File: src/rtl/flags_gen_pkg.sv
// Shared condition-flag definitions: flag bundle and the flag operation classes.
package flags_gen_pkg;

  typedef struct packed {
    logic ZF;
    logic SF;
    logic CF;
    logic OF;
  } FLAGS_t;

  typedef enum logic [2:0] {
    FOP_NONE  = 3'd0,
    FOP_ADD   = 3'd1,
    FOP_SUB   = 3'd2,
    FOP_CMP   = 3'd3,
    FOP_LOGIC = 3'd4,
    FOP_INC   = 3'd5,
    FOP_DEC   = 3'd6,
    FOP_PASS  = 3'd7
  } FLAG_OP_t;

endpackage

File: src/rtl/flags_gen_if.sv
// Execute-stage to flag-producer interface; master drives operands, slave returns flags.
interface flags_gen_if
  import flags_gen_pkg::*;
#(
  parameter int unsigned WIDTH = 32
);
  logic             in_valid;
  logic             set_flags;
  FLAG_OP_t         op;
  logic [WIDTH-1:0] a;
  logic [WIDTH-1:0] b;
  FLAGS_t           restore_flags;
  logic             stall;
  logic             flush;
  FLAGS_t           flags;
  FLAGS_t           flags_committed;
  logic             pending;

  modport master (
    output in_valid, set_flags, op, a, b, restore_flags, stall, flush,
    input  flags, flags_committed, pending
  );

  modport slave (
    input  in_valid, set_flags, op, a, b, restore_flags, stall, flush,
    output flags, flags_committed, pending
  );
endinterface

File: src/rtl/flags_gen_calc.sv
// Combinational ZF/SF/CF/OF computation from operation class, operands and the CF to preserve.
module flags_calc
  import flags_gen_pkg::*;
#(
  parameter int unsigned WIDTH = 32
) (
  input  FLAG_OP_t         op,
  input  logic [WIDTH-1:0] a,
  input  logic [WIDTH-1:0] b,
  input  FLAGS_t           restore_flags,
  input  logic             cf_in,
  output FLAGS_t           flags_out
);

  localparam logic [WIDTH-1:0] ONE     = WIDTH'(1);
  localparam logic [WIDTH-1:0] MAX_POS = {1'b0, {(WIDTH-1){1'b1}}};
  localparam logic [WIDTH-1:0] MIN_NEG = {1'b1, {(WIDTH-1){1'b0}}};

  logic [WIDTH:0]   sum;
  logic [WIDTH-1:0] r;
  logic             cf;
  logic             of;

  always_comb begin
    sum       = '0;
    r         = '0;
    cf        = 1'b0;
    of        = 1'b0;
    flags_out = '0;
    unique case (op)
      FOP_ADD: begin
        sum = {1'b0, a} + {1'b0, b};
        r   = sum[WIDTH-1:0];
        cf  = sum[WIDTH];
        of  = (a[WIDTH-1] == b[WIDTH-1]) && (r[WIDTH-1] != a[WIDTH-1]);
      end
      FOP_SUB, FOP_CMP: begin
        // Top bit of the extended difference is the unsigned borrow.
        sum = {1'b0, a} - {1'b0, b};
        r   = sum[WIDTH-1:0];
        cf  = sum[WIDTH];
        of  = (a[WIDTH-1] != b[WIDTH-1]) && (r[WIDTH-1] != a[WIDTH-1]);
      end
      FOP_LOGIC: begin
        r = a & b;
      end
      FOP_INC: begin
        sum = {1'b0, a} + {1'b0, ONE};
        r   = sum[WIDTH-1:0];
        cf  = cf_in;
        of  = (a == MAX_POS);
      end
      FOP_DEC: begin
        sum = {1'b0, a} - {1'b0, ONE};
        r   = sum[WIDTH-1:0];
        cf  = cf_in;
        of  = (a == MIN_NEG);
      end
      default: ;
    endcase

    if (op == FOP_PASS) begin
      flags_out = restore_flags;
    end else if (op != FOP_NONE) begin
      flags_out.ZF = (r == '0);
      flags_out.SF = r[WIDTH-1];
      flags_out.CF = cf;
      flags_out.OF = of;
    end
  end

endmodule

File: src/rtl/flags_gen.sv
// Flag producer: one-entry pending flag register retiring into the architectural flag register.
module flags_gen
  import flags_gen_pkg::*;
#(
  parameter int unsigned WIDTH = 32
) (
  input  logic       CLK,
  input  logic       rst,
  flags_gen_if.slave bus
);

  logic   pending_q,    pending_d;
  FLAGS_t pend_flags_q, pend_flags_d;
  FLAGS_t comm_flags_q, comm_flags_d;
  FLAGS_t calc_flags;
  logic   cf_newest;
  logic   cap;

  assign cf_newest = pending_q ? pend_flags_q.CF : comm_flags_q.CF;
  assign cap = bus.in_valid && bus.set_flags && !bus.stall && !bus.flush
               && (bus.op != FOP_NONE);

  flags_calc #(
    .WIDTH (WIDTH)
  ) u_calc (
    .op            (bus.op),
    .a             (bus.a),
    .b             (bus.b),
    .restore_flags (bus.restore_flags),
    .cf_in         (cf_newest),
    .flags_out     (calc_flags)
  );

  // Stall freezes all state; flush drops the pending entry without retiring it.
  always_comb begin
    pending_d    = pending_q;
    pend_flags_d = pend_flags_q;
    comm_flags_d = comm_flags_q;
    if (!bus.stall) begin
      if (bus.flush) begin
        pending_d = 1'b0;
      end else begin
        if (pending_q) begin
          comm_flags_d = pend_flags_q;
        end
        pending_d = cap;
        if (cap) begin
          pend_flags_d = calc_flags;
        end
      end
    end
  end

  always_ff @(posedge CLK or posedge rst) begin
    if (rst) begin
      pending_q    <= 1'b0;
      pend_flags_q <= '0;
      comm_flags_q <= '0;
    end else begin
      pending_q    <= pending_d;
      pend_flags_q <= pend_flags_d;
      comm_flags_q <= comm_flags_d;
    end
  end

  assign bus.flags           = pending_q ? pend_flags_q : comm_flags_q;
  assign bus.flags_committed = comm_flags_q;
  assign bus.pending         = pending_q;

endmodule

File: src/flat_wrapper.sv
// flat-port wrapper written by rule: the top's interface ports become plain ports
module flags_gen_flat import flags_gen_pkg::*;
#(
  parameter int unsigned WIDTH = 32
)
  (CLK, rst, bus_in_valid, bus_set_flags, bus_op, bus_a, bus_b, bus_restore_flags, bus_stall, bus_flush, bus_flags, bus_flags_committed, bus_pending);
  flags_gen_if #(.WIDTH(WIDTH)) bus_i ();
  input  logic CLK;
  input  logic rst;
  input wire logic [$bits(bus_i.in_valid)-1:0] bus_in_valid;
  input wire logic [$bits(bus_i.set_flags)-1:0] bus_set_flags;
  input wire logic [$bits(bus_i.op)-1:0] bus_op;
  input wire logic [$bits(bus_i.a)-1:0] bus_a;
  input wire logic [$bits(bus_i.b)-1:0] bus_b;
  input wire logic [$bits(bus_i.restore_flags)-1:0] bus_restore_flags;
  input wire logic [$bits(bus_i.stall)-1:0] bus_stall;
  input wire logic [$bits(bus_i.flush)-1:0] bus_flush;
  output wire logic [$bits(bus_i.flags)-1:0] bus_flags;
  output wire logic [$bits(bus_i.flags_committed)-1:0] bus_flags_committed;
  output wire logic [$bits(bus_i.pending)-1:0] bus_pending;
  assign bus_i.in_valid = bus_in_valid;
  assign bus_i.set_flags = bus_set_flags;
  assign bus_i.op = bus_op;
  assign bus_i.a = bus_a;
  assign bus_i.b = bus_b;
  assign bus_i.restore_flags = bus_restore_flags;
  assign bus_i.stall = bus_stall;
  assign bus_i.flush = bus_flush;
  assign bus_flags = bus_i.flags;
  assign bus_flags_committed = bus_i.flags_committed;
  assign bus_pending = bus_i.pending;
  flags_gen #(.WIDTH(WIDTH)) u_core (.CLK(CLK), .rst(rst), .bus(bus_i));
endmodule
File: config.mk
export PLATFORM = sky130hd
export DESIGN_NAME = flags_gen_flat
export DESIGN_NICKNAME = d
export VERILOG_FILES = /design/src/rtl/flags_gen_pkg.sv /design/src/rtl/flags_gen_if.sv /design/src/rtl/flags_gen_calc.sv /design/src/rtl/flags_gen.sv /design/src/flat_wrapper.sv
export SDC_FILE = /design/constraint.sdc
export NUM_CORES = 1
export LEC_CHECK = 0
export CORE_AREA = 5 5 126 128
export CTS_CLUSTER_SIZE = 14
export DETAILED_ROUTE_END_ITERATION = 10
export DIE_AREA = 0 0 131 133
export HOLD_SLACK_MARGIN = 0.06
export PLACE_DENSITY_LB_ADDON = 0.2
export SLEW_MARGIN = 40
export SYNTH_ARGS = -nofsm -noshare
export SYNTH_HDL_FRONTEND = slang
export SYNTH_SLANG_ARGS = --single-unit
File: constraint.sdc
create_clock -name CLK -period 1.25 [get_ports CLK]
set_input_delay 0.375 -clock CLK [delete_from_list [all_inputs] [get_ports CLK]]
set_output_delay 0.375 -clock CLK [all_outputs]
set_load 0.05 [all_outputs]
==> run_results.csv, run 1 <==
group,metric,value,unit
place,port_buffers,85,
synthesis,synth-seq-cells,9,
global_route,grt_usage,0.711,
synthesis,synth_nets,1306,
sta,worst_path_end_type,"register input",
synthesis,yosys_warnings,0,
die,io_pins,86,
outcome,error,"[ERROR GRT-0232] Routing congestion too high. Check the congestion heatmap in the GUI.",
die,die_h,133,um
cts,cts_buffers,3,
die,dieWidth,131,um
outcome,lastStage,"5_1_grt",
sta,worst_endpoint,"u_core.pend_flags_q[3]$_DFFE_PP0P_/D",
synthesis,async_reset_ff_frac,1.00,
global_route,grt-ovfl-total,110,
global_route,grt_start_max_net_pins,23,
cts,cts_sinks,9,
synthesis,yosysUniqueCellTypes,100,
synthesis,synth_area_per_cell,6.61,sq um
cts,cts_max_level,1,
synthesis,synth_ff_type,"dfrtp_1",
place,gp_congestion,1.10,
die,start_util,0.520,
cts,hold_buffers,0,
synthesis,synth_edf_count,0,
place,place_inst,1785,
place,dp_hpwl,30200,um
outcome,outcome,"did not finish",
synthesis,netlist_area,0.00767,sq mm
cts,cts_buffer_depth,2,
die,num_rows,45,
cts,cts-root-buf,"clkbuf_16",
synthesis,synthCells,1161,
place,placed_cell_area,0.0119,sq mm
synthesis,ys_seq_area_frac,0.0293,
## metal layers
layer | track usage | overflow
met2 | 0.868 | 48
met3 | 0.552 | 0
met1 | 0.708 | 1
met4 | 0.731 | 61
met5 | 0.150 | 0
## cell usage after synthesis, types with 14 or more instances
master    number  area, sq um
xnor2_1       31          272
buf_2         21          105
nand2b_1      22          138
nand4_1       35          219
o21ai_0       52          260
nor2b_1       19          119
o211ai_1      17          128
nor4_1        45          282
clkbuf_1      54          203
ha_1          66          826
a31oi_1       21          131
nand3_1       54          270
a21oi_1       86          430
o31ai_1       14          105
nand2_1       88          330
nor3_1        40          200
inv_1         69          259
and3_1        19          119
nor2_1        97          364
## per-stage QoR
stage	hold WS [ns]	TNS, ns	utilization	setup WS (ns)
after CTS	0.424	-9.95	0.896	-2.43
after detailed placement	0.508	-13.55	0.809	-2.95
after global placement	0.460	-13.05	0.809	-2.95
after floorplan	0.203	-9.01	-	-2.47
## kinds of logic after synthesis
| kind of cell | Yosys count | synth area share |
|---|---|---|
| adders and majority gates | 68 | 0.113 |
| buffers and inverters | 167 | 0.0967 |
| and+or+nand+nor | 506 | 0.366 |
| AOI/OAI and AO/OA | 342 | 0.304 |
| muxes | 27 | 0.0432 |
| DFF | 9 | 0.0293 |
| xor gates and xnor gates | 42 | 0.0479 |
## repair_timing
item,in CTS
endpoints found under the setup margin,16
setup buffers,60
pin swaps,54
resized for setup,287
==> inputs of run 2 (changes only) <==
CORE_AREA = 5 5 145 147   (was 5 5 126 128)
CTS_CLUSTER_SIZE = unset   (was 14)
DIE_AREA = 0 0 150 152   (was 0 0 131 133)
HOLD_SLACK_MARGIN = unset   (was 0.06)
PLACE_DENSITY_LB_ADDON = 0.15   (was 0.2)
clock period = 1.6 ns   (was 1.25 ns; I/O delays follow)
==> run 2 against run 1 <==
  * The flow now finishes, with violations (negative setup slack)
  * Area after synthesis did not move
  * Synthesized cell count is the same
==> run_results.csv, run 2 <==
group,metric,value,unit
outcome,outcome,"finished with violations",
outcome,violations,"negative setup slack",
die,start_util,0.388,
sta,setup_viol,9,
synthesis,synth_edf_count,0,
worst_setup_path,worst-r2r-cell-count,6,
global_route,grt_pass1_vias,11099,
cts,hold_buffers,0,
finish,antennaDiodeCount,0,
power,p_int,3.23,mW
drt,viasPerCell,5.92,
die,dieWidth,150,um
finish,num-nets-final,1826,
sta,worstMarginPinSlew,0.783,ns
cts,cts_max_level,1,
min_path,hp-class,"reg2reg",
cts,clk_latency,0.23,ns
drt,first_iter_violations,1489,
sta,max_freq,265,MHz
cts,cts_sinks,9,
synthesis,ys_seq_area_frac,0.0293,
cts,cts_buffer_depth,2,
synthesis,async_reset_ff_frac,1.00,
worst_setup_path,cp-end-kind,"flip-flop",
global_route,grt_start_max_net_pins,26,
die,die_h,152,um
drt,wl,40000,um
sta,finClkSkew,0.000475,ns
worst_setup_path,crit_arrival,3.92,ns
power,p_per_area,455,mW/mm^2
sta,period_minus_slack,3.78,ns
drt,vias,11539,
finish,layout_common_cells,"buf_4, nand2_1, nor2_1",
place,dp_hpwl,32200,um
drt,drtAntennaViolNets,0,
power,power_frac_seq,0.058,
place,port_buffers,85,
place,place_inst,1907,
power,switching_share,0.480,
synthesis,yosys_warnings,0,
power,p_total,6.21,mW
drt,post_drt_wl_per_cell,20.5,um
synthesis,yosysMostFrequentCell,"nor2_1",
sta,relSlewSlack,0.473,
synthesis,synth_nets,1306,
drt,firstDrtPassIters,7,
sta,hold_ws,0.517,ns
cts,clkTransAtPathRegs,0.04,ns
synthesis,yosysTopAreaCellShare,0.108,
min_path,worstHoldPathCells,2,
sta,slew_violations,0,
cts,cts-root-buf,"clkbuf_16",
finish,final_common_cell,"buf_4",
synthesis,yosys.area.top_type,"ha_1",
sta,layout_setup_ws,-2.18,ns
flow_run,cap_violations,0,
power,irDropWorstVdd,0.385,mV
finish,postLayoutCoreUtil,0.690,
synthesis,yosys-top-cells-area,"ha_1, a21oi_1, nor2_1, nand2_1, nor4_1",
synthesis,synth_ff_type,"dfrtp_1",
global_route,grt-ovfl-total,0,
worst_setup_path,worstPathMaxFanout,9,
die,num_rows,52,
worst_setup_path,start_kind,"input pin",
worst_setup_path,required,1.74,ns
die,die_area,0.0228,sq mm
finish,area_delta_synth_final,77.8,%
sta,finalHoldViolCount,0,
die,coreArea,0.0198,sq mm
synthesis,synthCells,1161,
power,clock_power_share,0.071,
cts,cts_tree,"done",
global_route,antenna_found_initial,1,
synthesis,synth_common_cells,"nor2_1, nand2_1, a21oi_1, inv_1, ha_1",
cts,cts_buffers,3,
worst_setup_path,path_class,"in2reg",
sta,post-route-period-util,2.36,
power,p_leak,5.91,nW
global_route,grt_usage,0.338,
sta,rsz0062_at_grt,"true",
power,comb_power_share,0.871,
synthesis,netlist_area,0.00767,sq mm
synthesis,yosysUniqueCellTypes,100,
synthesis,synth_area_per_cell,6.61,sq um
die,io_pins,86,
place,gp_congestion,1.05,
drt,drc,0,
synthesis,synth-seq-cells,9,
finish,layout-drive-gt1-share,0.472,
global_route,grt_pass1_wl,62000,um
power,p_sw,2.98,mW
finish,layout.cells.non_filler,1950,
[run 2: cell counts after synthesis]
Identical to the previous run, type by type.
[run 2: worst paths after layout]
kind | start | endpoint | slack, ns
worst max-delay path | bus_a[20] | u_core.pend_flags_q[3] | -2.18
max in group asynchronous | rst | u_core.bus.pending | 0.76
worst min-delay path | u_core.pend_flags_q[2] | u_core.pend_flags_q[2] | 0.52
min in group asynchronous | rst | u_core.bus.flags_committed[2] | 0.55
worst max register to register | u_core.bus.pending | u_core.pend_flags_q[1] | 0.07
worst min register to register | u_core.pend_flags_q[2] | u_core.pend_flags_q[2] | 0.52
[run 2: power by group through the flow]
stage	Sequential [mW]	Combinational [mW]	Clock [mW]
after floorplan	0.422	2.34	0
after CTS	0.357	5.20	0.438
after global placement	0.356	4.67	0
final	0.360	5.41	0.438
after detailed placement	0.358	4.68	0
after global routing	0.367	5.72	0.456
[run 2: kinds of logic after synthesis]
family / Yosys count / synth area share
AO/OA/AOI/OAI: 342 / 0.304
XOR/XNOR: 42 / 0.0479
adder cells (fa/ha/maj): 68 / 0.113
buffers and inverters: 167 / 0.0967
flip-flops: 9 / 0.0293
multiplexers: 27 / 0.0432
AND/OR/NAND/NOR: 506 / 0.366
[run 2: metrics by stage]
stage / instance area [sq um] / worst slack [ns] / TNS [ns]
final: 13600 / -2.18 / -7.58
after global routing: 13600 / -2.31 / -8.21
after CTS: 13500 / -2.18 / -7.52
after detailed placement: 12300 / -2.79 / -11.02
after global placement: 12300 / -2.87 / -11.00
after floorplan: 8010 / -2.23 / -6.14
[run 2: worst max-delay path: stages]
cell and delay [ns]:
clkdlybuf4s50_1 0.52, buf_4 0.23, nand2_1 0.06, or4_1 0.52, a21oi_2 0.21, a31oi_2 0.14, xnor2_1 0.20, mux4_2 0.53
a211oi_1 0.27, nand4_1 0.22, o21ai_2 0.19, nand3_2 0.10, o31ai_2 0.22
[run 2: timing repair]
item	in CTS	in global routing
resized for setup	336	37
endpoints found under the setup margin	9	13
pin swaps	60	24
buffers inserted	39	10
[run 2: per-layer routing]
| metal | GRT usage | vias to the layer above | share of wire |
|---|---|---|---|
| met5 | 0 | - | 0.00033 |
| met4 | 0.0693 | 2 | 0.026 |
| met3 | 0.0223 | 72 | 0.076 |
| met2 | 0.553 | 581 | 0.46 |
| met1 | 0.487 | 5450 | 0.44 |
| li1 | - | 5434 | - |
[run 2: final cells by class]
cell class / instances / area, sq um
multi-input combinational: 985 / 7790
clock buffer: 4 / 78.8
fill: 1747 / 6140
tap: 270 / 338
inverter: 75 / 297
timing repair buffer: 607 / 4910
sequential: 9 / 226
Note: power is estimated with default switching activity, not from simulation.
